==> src/rtl/counter_pkg.sv <==
// Shared constants for the interval counter and its host-side controller:
// state codes seen by the counter, command opcodes and the controller FSM encoding.
package counter_pkg;

   localparam logic [7:0] STATE_RESET = 8'd0;
   localparam logic [7:0] STATE_RUN   = 8'd1;
   localparam logic [7:0] STATE_HALT  = 8'd2;

   localparam logic [1:0] OP_CLEAR  = 2'b00;
   localparam logic [1:0] OP_START  = 2'b01;
   localparam logic [1:0] OP_HALT   = 2'b10;
   localparam logic [1:0] OP_RESUME = 2'b11;

   typedef enum logic [1:0] {
      FSM_CLR  = 2'd0,
      FSM_IDLE = 2'd1,
      FSM_RUN  = 2'd2,
      FSM_DONE = 2'd3
   } fsm_t;

endpackage

==> src/rtl/counter_ctrl_if.sv <==
// Valid/ready command channel between the host (master) and counter_ctrl (slave).
interface counter_ctrl_if #(
   parameter int CNT_W = 32
);
   logic             cmd_valid;
   logic             cmd_ready;
   logic [1:0]       cmd_op;
   logic [CNT_W-1:0] cmd_interval;
   logic [CNT_W-1:0] cmd_target;

   modport master (output cmd_valid, cmd_op, cmd_interval, cmd_target, input cmd_ready);
   modport slave  (input cmd_valid, cmd_op, cmd_interval, cmd_target, output cmd_ready);
endinterface

==> src/rtl/counter_ctrl.sv <==
// Host-side controller for one interval counter: command FSM plus target stop.
// Optional snapshot register is built only when COUNTER_CTRL_SNAPSHOT_EN is defined.
module counter_ctrl
   import counter_pkg::*;
#(
   parameter int CNT_W   = 32,
   parameter int STATE_W = 8
) (
   input  logic               clk,
   input  logic               rst,
   counter_ctrl_if.slave      cmd,
   output logic [STATE_W-1:0] state,
   output logic [CNT_W-1:0]   interval,
   input  logic [CNT_W-1:0]   counter,
   output logic               running,
   output logic               done,
   output logic               done_sticky,
   output logic [CNT_W-1:0]   snapshot
);

   fsm_t             state_q, state_d;
   logic             run_after_clr;
   logic [CNT_W-1:0] interval_r;
   logic [CNT_W-1:0] target_r;

   logic hit;
   logic is_reload_op;
   logic accept;
   logic accept_start;
   logic accept_reload;
   logic accept_halt;
   logic accept_resume;

   // A CLEAR/START arriving in the hit cycle is held off rather than accepted,
   // so the host keeps it pending and it lands on the following cycle in DONE.
   assign hit           = (state_q == FSM_RUN) && (target_r != '0) && (counter == target_r);
   assign is_reload_op  = (cmd.cmd_op == OP_CLEAR) || (cmd.cmd_op == OP_START);
   assign cmd.cmd_ready = (state_q != FSM_CLR) && !(hit && is_reload_op);
   assign accept        = cmd.cmd_valid && cmd.cmd_ready;
   assign accept_start  = accept && (cmd.cmd_op == OP_START);
   assign accept_reload = accept && is_reload_op;
   assign accept_halt   = accept && (cmd.cmd_op == OP_HALT) && (state_q == FSM_RUN);
   assign accept_resume = accept && (cmd.cmd_op == OP_RESUME) && (state_q == FSM_IDLE);

   assign interval = interval_r;
   assign running  = (state_q == FSM_RUN);

   // The state code drops to HALT combinationally on a hit so the counter never overshoots.
   always_comb begin
      state_d = state_q;
      state   = STATE_W'(STATE_HALT);
      case (state_q)
         FSM_CLR: state = STATE_W'(STATE_RESET);
         FSM_RUN: if (!hit) state = STATE_W'(STATE_RUN);
         default: ;
      endcase
      if (state_q == FSM_CLR)
         state_d = run_after_clr ? FSM_RUN : FSM_IDLE;
      else if (hit)
         state_d = FSM_DONE;
      else if (accept_reload)
         state_d = FSM_CLR;
      else if (accept_halt)
         state_d = FSM_IDLE;
      else if (accept_resume)
         state_d = FSM_RUN;
   end

   always_ff @(posedge clk or posedge rst) begin
      if (rst) begin
         state_q       <= FSM_CLR;
         run_after_clr <= 1'b0;
         interval_r    <= '0;
         target_r      <= '0;
         done          <= 1'b0;
         done_sticky   <= 1'b0;
      end else begin
         state_q       <= state_d;
         run_after_clr <= accept_start;
         done          <= hit;
         if (accept_start) begin
            interval_r <= cmd.cmd_interval;
            target_r   <= cmd.cmd_target;
         end
         if (hit)
            done_sticky <= 1'b1;
         else if (accept_reload)
            done_sticky <= 1'b0;
      end
   end

`ifdef COUNTER_CTRL_SNAPSHOT_EN
   always_ff @(posedge clk or posedge rst) begin
      if (rst)
         snapshot <= '0;
      else if (hit || accept_halt)
         snapshot <= counter;
      else if (accept_reload)
         snapshot <= '0;
   end
`else
   assign snapshot = '0;
`endif

endmodule

==> src/flat_wrapper.sv <==
// flat-port wrapper written by rule: the top's interface ports become plain ports
module counter_ctrl_flat import counter_pkg::*;
#(
   parameter int CNT_W   = 32,
   parameter int STATE_W = 8
)
  (clk, rst, state, interval, counter, running, done, done_sticky, snapshot, cmd_cmd_valid, cmd_cmd_op, cmd_cmd_interval, cmd_cmd_target, cmd_cmd_ready);
  counter_ctrl_if #(.CNT_W(CNT_W)) cmd_i ();
  input  logic clk;
  input  logic rst;
  output logic [STATE_W-1:0] state;
  output logic [CNT_W-1:0] interval;
  input  logic [CNT_W-1:0] counter;
  output logic running;
  output logic done;
  output logic done_sticky;
  output logic [CNT_W-1:0] snapshot;
  input wire logic [$bits(cmd_i.cmd_valid)-1:0] cmd_cmd_valid;
  input wire logic [$bits(cmd_i.cmd_op)-1:0] cmd_cmd_op;
  input wire logic [$bits(cmd_i.cmd_interval)-1:0] cmd_cmd_interval;
  input wire logic [$bits(cmd_i.cmd_target)-1:0] cmd_cmd_target;
  output wire logic [$bits(cmd_i.cmd_ready)-1:0] cmd_cmd_ready;
  assign cmd_i.cmd_valid = cmd_cmd_valid;
  assign cmd_i.cmd_op = cmd_cmd_op;
  assign cmd_i.cmd_interval = cmd_cmd_interval;
  assign cmd_i.cmd_target = cmd_cmd_target;
  assign cmd_cmd_ready = cmd_i.cmd_ready;
  counter_ctrl #(.CNT_W(CNT_W), .STATE_W(STATE_W)) u_core (.clk(clk), .rst(rst), .cmd(cmd_i), .state(state), .interval(interval), .counter(counter), .running(running), .done(done), .done_sticky(done_sticky), .snapshot(snapshot));
endmodule
==> config.mk <==
export PLATFORM = sky130hd
export DESIGN_NAME = counter_ctrl_flat
export DESIGN_NICKNAME = d
export VERILOG_FILES = /design/src/rtl/counter_pkg.sv /design/src/rtl/counter_ctrl_if.sv /design/src/rtl/counter_ctrl.sv /design/src/flat_wrapper.sv
export SDC_FILE = /design/constraint.sdc
export NUM_CORES = 1
export LEC_CHECK = 0
export ABC_AREA = 1
export BUFFER_PORTS_ARGS = -buffer_cell sky130_fd_sc_hd__buf_4
export CAP_MARGIN = 25
export CORE_MARGIN = 3
export CORE_UTILIZATION = 40
export DETAILED_ROUTE_END_ITERATION = 8
export GPL_TIMING_DRIVEN = 0
export PLACE_DENSITY = 0.69
export SLEW_MARGIN = 5
export SYNTH_ARGS = -nofsm -noshare
export SYNTH_HDL_FRONTEND = slang
export SYNTH_SLANG_ARGS = --single-unit
==> constraint.sdc <==
create_clock -name clk -period 2 [get_ports clk]
set_input_delay 0 -clock clk [delete_from_list [all_inputs] [get_ports clk]]
set_output_delay 0 -clock clk [all_outputs]
set_load 0.02 [all_outputs]
==> results of run 1 <==
[report_power, final]
part | internal (mW) | switching [mW]
registers | 2.06 | 0.599
clock network | 0.837 | 0.570
logic | 1.69 | 2.00
total | 4.58 | 3.17
[synth_stat cells, drive strengths merged]
library cell and count:
o21ai 7, nand3 13, nor2 44, xnor2 7, nand3b 4, nor3 1, dfrtp 69, nand4 10
inv 63, buf 52, nor3b 1, nor4 2, and2 1, xor2 3, o22ai 1, nor4b 1
conb 1, clkinv 1, o2111ai 1, nand2 281
[routing by layer]
metal / track usage [%] / up-vias / wire [um]
li1: - / 2158 / -
met1: 27.2 / 1915 / 5400
met2: 36.3 / 184 / 6210
met3: 6.44 / 20 / 1110
met4: 6.39 / 0 / 267
met5: 0 / - / 0
[repair_timing]
item                       in CTS  in global routing
pin swaps                       2                 15
setup endpoints to repair      61                 65
hold buffers                   69                  0
hold endpoints to repair      134                  0
cloned                          0                  6
buffers inserted                1                 14
resized for setup              11                 48
[area by class of cell]
class / instances / share of cell area, %
Buffer: 51 / 6.88
Clock buffer: 11 / 1.94
Clock inverter: 5 / 1.59
Inverter: 64 / 3.62
Multi-Input combinational cell: 415 / 28.8
Sequential cell: 69 / 25.6
Tap cell: 133 / 2.45
Timing Repair Buffer: 228 / 29.1
[registers in the layout, summed over array words and instances, names as in the netlist]
register,cells
u_core.done,1
u_core.run_after_clr,1
u_core.interval,32
u_core.state_q,2
u_core.target_r,32
u_core.done_sticky,1
[stage by stage]
| stage | std cells | total power [mW] | hold slack (ns) | setup slack (ns) | util (%) |
|---|---|---|---|---|---|
| 6_report | 976 | 7.76 | 0.0609 | -0.00354 | 69.1 |
| 5_1_grt | 976 | 8.34 | 0.0570 | -0.150 | 69.1 |
| 4_1_cts | 957 | 7.41 | 0.00839 | 0.00547 | 65.3 |
| 3_5_place_dp | 871 | 5.78 | 0.199 | -0.0618 | 55.2 |
| 3_3_place_gp | 871 | 5.72 | 0.195 | -0.591 | 55.2 |
| 2_1_floorplan | 600 | 4.55 | 0.104 | 0.231 | - |
[cells in the final DEF (no fill, tap or decap), drive strengths merged]
cell         netlist  layout
xor2               3       3
conb               1      38
nand2            281     281
buf               52     205
o2111ai            1       1
clkinv             1       2
nand3             13      13
nand3b             4       4
bufinv             0       3
nand4             10      10
o21ai              7       7
nor3b              1       1
inv               63      64
nor4               2       2
dlygate4sd3        0      69
xnor2              7       7
and2               1       1
dfrtp             69      69
nor4b              1       1
nor3               1       1
nor2              44      44
o22ai              1       1
clkbuf             0      16
[cells by family after synthesis]
| group | count (synthesis) | share of synthesized area [%] |
|---|---|---|
| and+or+nand+nor | 358 | 37.7 |
| AOI/OAI and AO/OA | 9 | 1.23 |
| buffers and inverters | 116 | 16.4 |
| DFF | 69 | 42.4 |
| xor gates and xnor gates | 10 | 2.15 |
| other | 1 | 0.0920 |
[worst register-to-register path, stage by stage, from the launching register on]
cell     delay (ns)
dfrtp_1        0.42
inv_2          0.08
nor2_4         0.16
nand3_2        0.09
nor2_1         0.11
nand2_1        0.07
nor2_2         0.13
nand3_4        0.14
nand4_4        0.10
inv_2          0.05
nand2_4        0.08
inv_4          0.05
buf_12         0.15
buf_8          0.14
nand2_1        0.07
nand2_1        0.06
[worst max path at each step]
| stage | start | end | slack [ns] | cells past startpoint |
|---|---|---|---|---|
| detailed placement | u_core.target_r[8] | u_core.target_r[14] | -0.06 | 14 |
| finish | u_core.state_q[1] | u_core.interval[14] | -0.004 | 15 |
| CTS | u_core.target_r[15] | u_core.target_r[14] | 0.005 | 15 |
| global route | u_core.target_r[6] | u_core.interval[14] | -0.15 | 16 |
| global placement | rst | u_core.target_r[11] | -0.59 | 2 |
| floorplan | u_core.state_q[0] | u_core.interval[24] | 0.23 | 14 |
==> impl_metrics.toml, run 1 <==
[synth]
synth-seq-area-share_pct = 42.4
synthTopCellsByArea = "dfrtp_1 42%, nand2_1 23%, buf_4 7.4%"
syn_inst = 563
synth.ff_latch_count = 69
ys_types = 28
syn_area_per_cell_um2 = 7.24
syn_area_um2 = 4080
yosysTopAreaCell = "dfrtp_1"
yosys.area.top_type_share_pct = 42.4
yosys_warnings = 0

[sta]
report.final.slew_viol_count = 0
final_hold_viol_count = 0
clock-skew-final_ns = 0.0135
slew-limit-headroom_pct = 42.8
period_needed_ns = 2.00
fmax_mhz = 499
setup_viol = 1
rsz0062_at_grt = "yes"
layout_setup_ws_ns = -0.00354
tightest_slew_ns = 0.858
fin_tns_setup_ns = -0.00354
min_period_over_period_pct = 100

[worst_setup_path]
cp-end-kind = "flop"
crit_family = "simple AND/OR/NAND/NOR gates"
crit_chain = "inv_2 > nor2_4 > nand3_2 > nor2_1 > nand2_1 > nor2_2 > nand3_4 > nand4_4 > inv_2 > nand2_4 > inv_4 > buf_12 > buf_8 > nand2_1 > nand2_1"
worst-path-buf-inv = 5
reg2reg_depth = 15
critPathArrivalTime_ns = 2.23
cpPeakStageDelay_ns = 0.42
critPathSlowestCell = "dfrtp_1"
crit_fanout = 10
r2r_setup_slack_ns = -0.004
cpMostUsedCell = "nand2_1"
r2r-start = "u_core.state_q[1]"
crit_path_start_kind = "flop"
cp.required_ns = 2.23
critPathKind = "reg2reg"
rr_endpoint = "u_core.interval[14]"

[global_routing]
grt.overflow.total = 0
grt_pass1_wl_um = 19500
gr-usage-all-layers_pct = 21.7
antenna_found_initial = 0
grt_pass1_vias = 4119
grt_max_degree = 70

[clocking]
clockBufferDepth = 2
cts-root-buf = "clkbuf_8"
cts.htree.levels = 3
worstSkewPairLatency_ns = 0.35
cts_tree = "built"
clock_sinks = 69
cts_buffers = 9
clk_pin_slew_ns = 0.08

[detailed_routing]
viasPerCell = 4.38
firstDrtPassIters = 5
ant_nets = 0
drc_errors = 0
vias = 4277
detail_route.iter0.violations = 200
wl_um = 13000
wl_per_cell_um = 13.3

[floorplan]
io_pins = 177
start_util_pct = 41.5
num_rows = 36
core-area_um2 = 9820
die_area_um2 = 11400
dieWidth_um = 107
die_h_um = 107

[layout]
multiInputGateArea_um2 = 1960
drive_above_1_share_pct = 35.9
diodes = 0
area_delta_synth_final_pct = 66.4
stdcell_area_um2 = 6780
fillers = 818
fin_nets = 939
seqCellArea_um2 = 1730

[place]
io_buffers = 138
finalWeightedCongestion = 0.890
hpwl_um = 8680
placed_cell_area_um2 = 5420

[power]
power_density_nw_per_um2 = 1140
ir_drop_mv = 0.666
p_leak_nw = 3.83

[min_path]
hold_end = "u_core.done"
hold_path_startpoint = "counter[15]"
hold_class = "in2reg"
hold_path_depth = 6

[status]
violations = "negative setup slack"
outcome = "complete, but fails checks"

[flow_run]
drv_cap = 0
Note: power is estimated with default switching activity, not from simulation.
==> run 2: changes to the inputs <==
clock period = 2.6 ns   (was 2 ns; I/O delays follow)
==> run 2 against run 1 <==
Effect of this change: the flow now finishes without violations; flip-flop and latch count unchanged; combinational power shrank 31%; power is 28% lower; highest routed layer unchanged.
==> impl_metrics.toml, run 2 (synthesis results as in run 1) <==
[status]
outcome = "complete, no violations"

[power]
swShare_pct = 40.9
p_sw_mw = 2.29
power_density_nw_per_um2 = 885
pwr-share-clk_pct = 19.1
p_int_mw = 3.32
pwr-share-seq_pct = 35.8
power_mw = 5.61
p_comb_share_pct = 45.1
ir_drop_mv = 0.512
p_leak_nw = 3.60

[global_routing]
grt_pass1_wl_um = 19400
antenna_found_initial = 0
grt_max_degree = 70
grt.overflow.total = 0
gr-usage-all-layers_pct = 21.5
grt_pass1_vias = 4092

[detailed_routing]
wl_um = 11800
viasPerCell = 4.30
detail_route.iter0.violations = 181
drc_errors = 0
ant_nets = 0
wl_per_cell_um = 12.3
vias = 4109
firstDrtPassIters = 4

[worst_setup_path]
critPathKind = "reg2reg"
crit_path_start_kind = "flop"
crit_fanout = 3
cp-end-kind = "flop"
critPathArrivalTime_ns = 2.60
cp.required_ns = 2.89

[clocking]
clk_pin_slew_ns = 0.08
cts_hold_buf = 68
cts_tree = "built"
clockBufferDepth = 2
worstSkewPairLatency_ns = 0.35
clock_sinks = 69
cts-root-buf = "clkbuf_8"
post_cts_resize_count = 0
postCtsSetupBuffers = 0
cts.htree.levels = 3
cts_buffers = 9

[sta]
fmax_mhz = 433
rsz0062_at_grt = "no"
slew-limit-headroom_pct = 44.0
setup_viol = 0
tightest_slew_ns = 0.840
report.final.slew_viol_count = 0
layout_setup_ws_ns = 0.292
clock-skew-final_ns = 0.0135
final_hold_viol_count = 0
fin_tns_setup_ns = 0
period_needed_ns = 2.31
min_period_over_period_pct = 88.8

[floorplan]
num_rows = 36
dieWidth_um = 107
die_h_um = 107
start_util_pct = 41.5
core-area_um2 = 9820
io_pins = 177
die_area_um2 = 11400

[layout]
final_cell_mix = "250 x nand2_1, 178 x buf_4, 69 x dfrtp_1, 68 x dlygate4sd3_1, 56 x inv_1"
area_delta_synth_final_pct = 55.5
final_util_pct = 64.6
seqCellArea_um2 = 1730
final_cells = 955
multiInputGateArea_um2 = 1820
fin_nets = 918
fillers = 868
final_common_cell = "nand2_1"
diodes = 0
drive_above_1_share_pct = 30.2

[min_path]
hold_class = "in2reg"

[place]
placed_cells = 871
finalWeightedCongestion = 0.890
hpwl_um = 8680
dp_slack_ns = 0.538
io_buffers = 138

[flow_run]
drv_cap = 0
-- run 2: layer usage --
layer	share of wire (%)	GRT usage, %
met5	0	0
met4	1.2	6.39
met3	8.9	6.44
met2	47	35.9
met1	43	27.0
-- run 2: final cells by class --
| type | count | area share, % |
|---|---|---|
| flip-flops and latches | 69 | 27.2 |
| clock buffers | 11 | 2.07 |
| well taps | 133 | 2.63 |
| multi-input cells | 415 | 28.7 |
| clock inverters | 5 | 1.70 |
| repair buffers | 206 | 27.1 |
| inverters | 64 | 3.83 |
| plain buffers | 52 | 6.77 |
-- run 2: final timing paths --
path / start / slack [ns] / to / cells after the start
max: u_core.target_r[28] / 0.29 / u_core.done / 5
min: cmd_cmd_valid / 0.03 / u_core.done_sticky / 4
max reg2reg: u_core.target_r[28] / 0.29 / u_core.done / 5
min reg2reg: u_core.interval[4] / 0.48 / u_core.interval[4] / 2
max in group asynchronous: rst / 1.66 / u_core.target_r[10] / 3
min in group asynchronous: rst / 0.40 / u_core.interval[9] / 3
-- run 2: through the flow --
step / area, um2 / hold WS [ns]
after global placement: 5420 / 0.195
after floorplan: 4210 / 0.104
after detailed placement: 5420 / 0.199
after CTS: 6340 / 0.00839
after global routing: 6340 / 0.0435
final: 6340 / 0.0298
-- run 2: critical path, stage by stage, from the launching register on --
cell,delay (ns)
dfrtp_1,0.42
xnor2_1,0.29
nand4_1,0.12
dlygate4sd3_1,0.57
nor4_1,0.27
dlygate4sd3_1,0.58
-- run 2: power by group through the flow --
stage	clock network, mW	logic [mW]	registers [mW]
after floorplan	0	1.28	2.22
after global placement	0	2.40	2.00
after detailed placement	0	2.45	2.00
after CTS	1.10	2.54	2.00
after global routing	1.15	2.84	2.08
final	1.07	2.53	2.01
==> run 3: changes to the inputs <==
MAX_ROUTING_LAYER = met4   (was unset)
==> run 3 against run 2 <==
Effect of this change: combinational power about the same; clock power decreased by 7%; register-to-register slack about the same; global-route usage increased by 0.12 points; first-iteration DRC count decreased by 10%; die area unchanged; clock skew decreased by 0.0079 ns.
==> impl_metrics.toml, run 3 (synthesis results as in run 1) <==
[place]
finalWeightedCongestion = 0.901
hpwl_um = 8660
placed_cells = 871
io_buffers = 138

[detailed_routing]
detail_route.iter0.violations = 162
viasPerCell = 4.22
wl_met3_um = 848
drc_errors = 0
ant_nets = 0
wl_um = 11800
met1_length_um = 5290
topRoutingLayerUsed = "met4"
wl_met2_um = 5470
vias = 4028
wl_per_cell_um = 12.3
firstDrtPassIters = 4

[sta]
fin_tns_setup_ns = 0
fmax_mhz = 435
slew-limit-headroom_pct = 43.6
report.final.slew_viol_count = 0
min_period_over_period_pct = 88.4
final_hold_viol_count = 0
tightest_slew_ns = 0.846
rsz0062_at_grt = "no"
clock-skew-final_ns = 0.00554
period_needed_ns = 2.30
setup_viol = 0

[worst_setup_path]
cp.required_ns = 2.89
cpPeakStageDelay_ns = 0.58
crit_path_start_kind = "flop"
crit_chain = "xnor2_1 > nand4_1 > dlygate4sd3_1 > nor4_1 > dlygate4sd3_1"
crit_family = "buffers and inverters"
critPathSlowestCell = "dlygate4sd3_1"
r2r-start = "u_core.target_r[12]"
worst-path-buf-inv = 2
cp-end-kind = "flop"
crit_fanout = 3
worstSetupEndpoint = "u_core.done"
rr_endpoint = "u_core.done"
startpoint = "u_core.target_r[12]"
critPathKind = "reg2reg"
critPathArrivalTime_ns = 2.59
cpMostUsedCell = "dlygate4sd3_1"
reg2reg_depth = 5
cp.depth = 5
r2r_setup_slack_ns = 0.30

[flow_run]
drv_cap = 0

[floorplan]
num_rows = 36
start_util_pct = 41.5
die_h_um = 107
dieWidth_um = 107
die_area_um2 = 11400
core-area_um2 = 9820
io_pins = 177

[clocking]
clockBufferDepth = 2
worstSkewPairLatency_ns = 0.35
cts_buffers = 9
postCtsSetupBuffers = 0
cts_tree = "built"
cts.htree.levels = 3
clock_sinks = 69
cts-root-buf = "clkbuf_8"
clk_pin_slew_ns = 0.08

[power]
p_leak_nw = 3.59
power_density_nw_per_um2 = 877
pwr-share-clk_pct = 18.1
p_int_mw = 3.25
swShare_pct = 41.5
p_sw_mw = 2.30
pwr-share-seq_pct = 36.3
ir_drop_mv = 0.690
p_comb_share_pct = 45.6

[layout]
area_delta_synth_final_pct = 55.2
diodes = 0
final_cell_mix = "250 x nand2_1, 178 x buf_4, 69 x dfrtp_1, 68 x dlygate4sd3_1, 56 x inv_1"
fin_nets = 918
final_common_cell = "nand2_1"
final_cells = 955
drive_above_1_share_pct = 30.3

[global_routing]
grt_max_degree = 70
gr-usage-all-layers_pct = 21.6
grt_pass1_wl_um = 19000
grt.overflow.total = 0
grt_pass1_vias = 4042
antenna_found_initial = 0

[status]
outcome = "complete, no violations"

[min_path]
hold_class = "in2reg"
==> run 3: through the flow <==
step / util [%] / hold WS, ns / instance area (um2) / setup slack (ns) / power, mW
6_report: 64.4 / 0.0258 / 6320 / 0.302 / 5.54
5_1_grt: 64.4 / 0.0394 / 6320 / 0.196 / 5.97
4_1_cts: 64.4 / 0.00844 / 6320 / 0.298 / 5.56
3_5_place_dp: 55.2 / 0.198 / 5420 / 0.547 / 4.45
3_3_place_gp: 55.2 / 0.194 / 5420 / 0.00949 / 4.40
2_1_floorplan: - / 0.104 / 4210 / 0.831 / 3.50
==> run 3: power groups by stage <==
| stage | registers [mW] | clock network [mW] | logic (mW) |
|---|---|---|---|
| after floorplan | 2.22 | 0 | 1.28 |
| after global placement | 2.00 | 0 | 2.41 |
| after detailed placement | 2.00 | 0 | 2.45 |
| after CTS | 2.00 | 1.03 | 2.53 |
| after global routing | 2.08 | 1.08 | 2.81 |
| final | 2.01 | 1.00 | 2.53 |
==> run 3: worst min path at each step <==
stage,from,endpoint,cells after the start,slack (ns)
after floorplan,cmd_cmd_interval[24],u_core.interval[24],2,0.10
after global placement,cmd_cmd_interval[5],u_core.interval[5],3,0.19
after detailed placement,cmd_cmd_target[27],u_core.target_r[27],3,0.20
after CTS,cmd_cmd_valid,u_core.done_sticky,4,0.008
after global routing,cmd_cmd_valid,u_core.done_sticky,4,0.04
final,cmd_cmd_valid,u_core.done_sticky,4,0.03
==> run 3: worst reg2reg max path, cell delays in order, from the launching register on <==
cell and delay [ns]:
dfrtp_1 0.41, xnor2_1 0.31, nand4_1 0.12, dlygate4sd3_1 0.58
nor4_1 0.26, dlygate4sd3_1 0.58
==> run 3: cell type report <==
| type | count | area [um2] |
|---|---|---|
| clock inverter | 5 | 82.6 |
| fill | 841 | 3500 |
| buffer | 52 | 429 |
| multi-input combinational | 415 | 1820 |
| tap | 133 | 166 |
| inverter | 64 | 243 |
| timing repair buffer | 206 | 1720 |
| sequential | 69 | 1730 |
| clock buffer | 11 | 141 |
==> run 3: metal layers <==
metal	up-vias	global-route usage (%)
met5	-	-
met4	0	6.12
li1	2114	-
met3	14	5.36
met1	1751	26.8
met2	149	35.4
==> run 3: timing repair <==
action	in CTS	in global routing
resized for setup	0	0
hold buffers	68	0
endpoints found under the setup margin	0	0
endpoints found under the hold margin	134	0
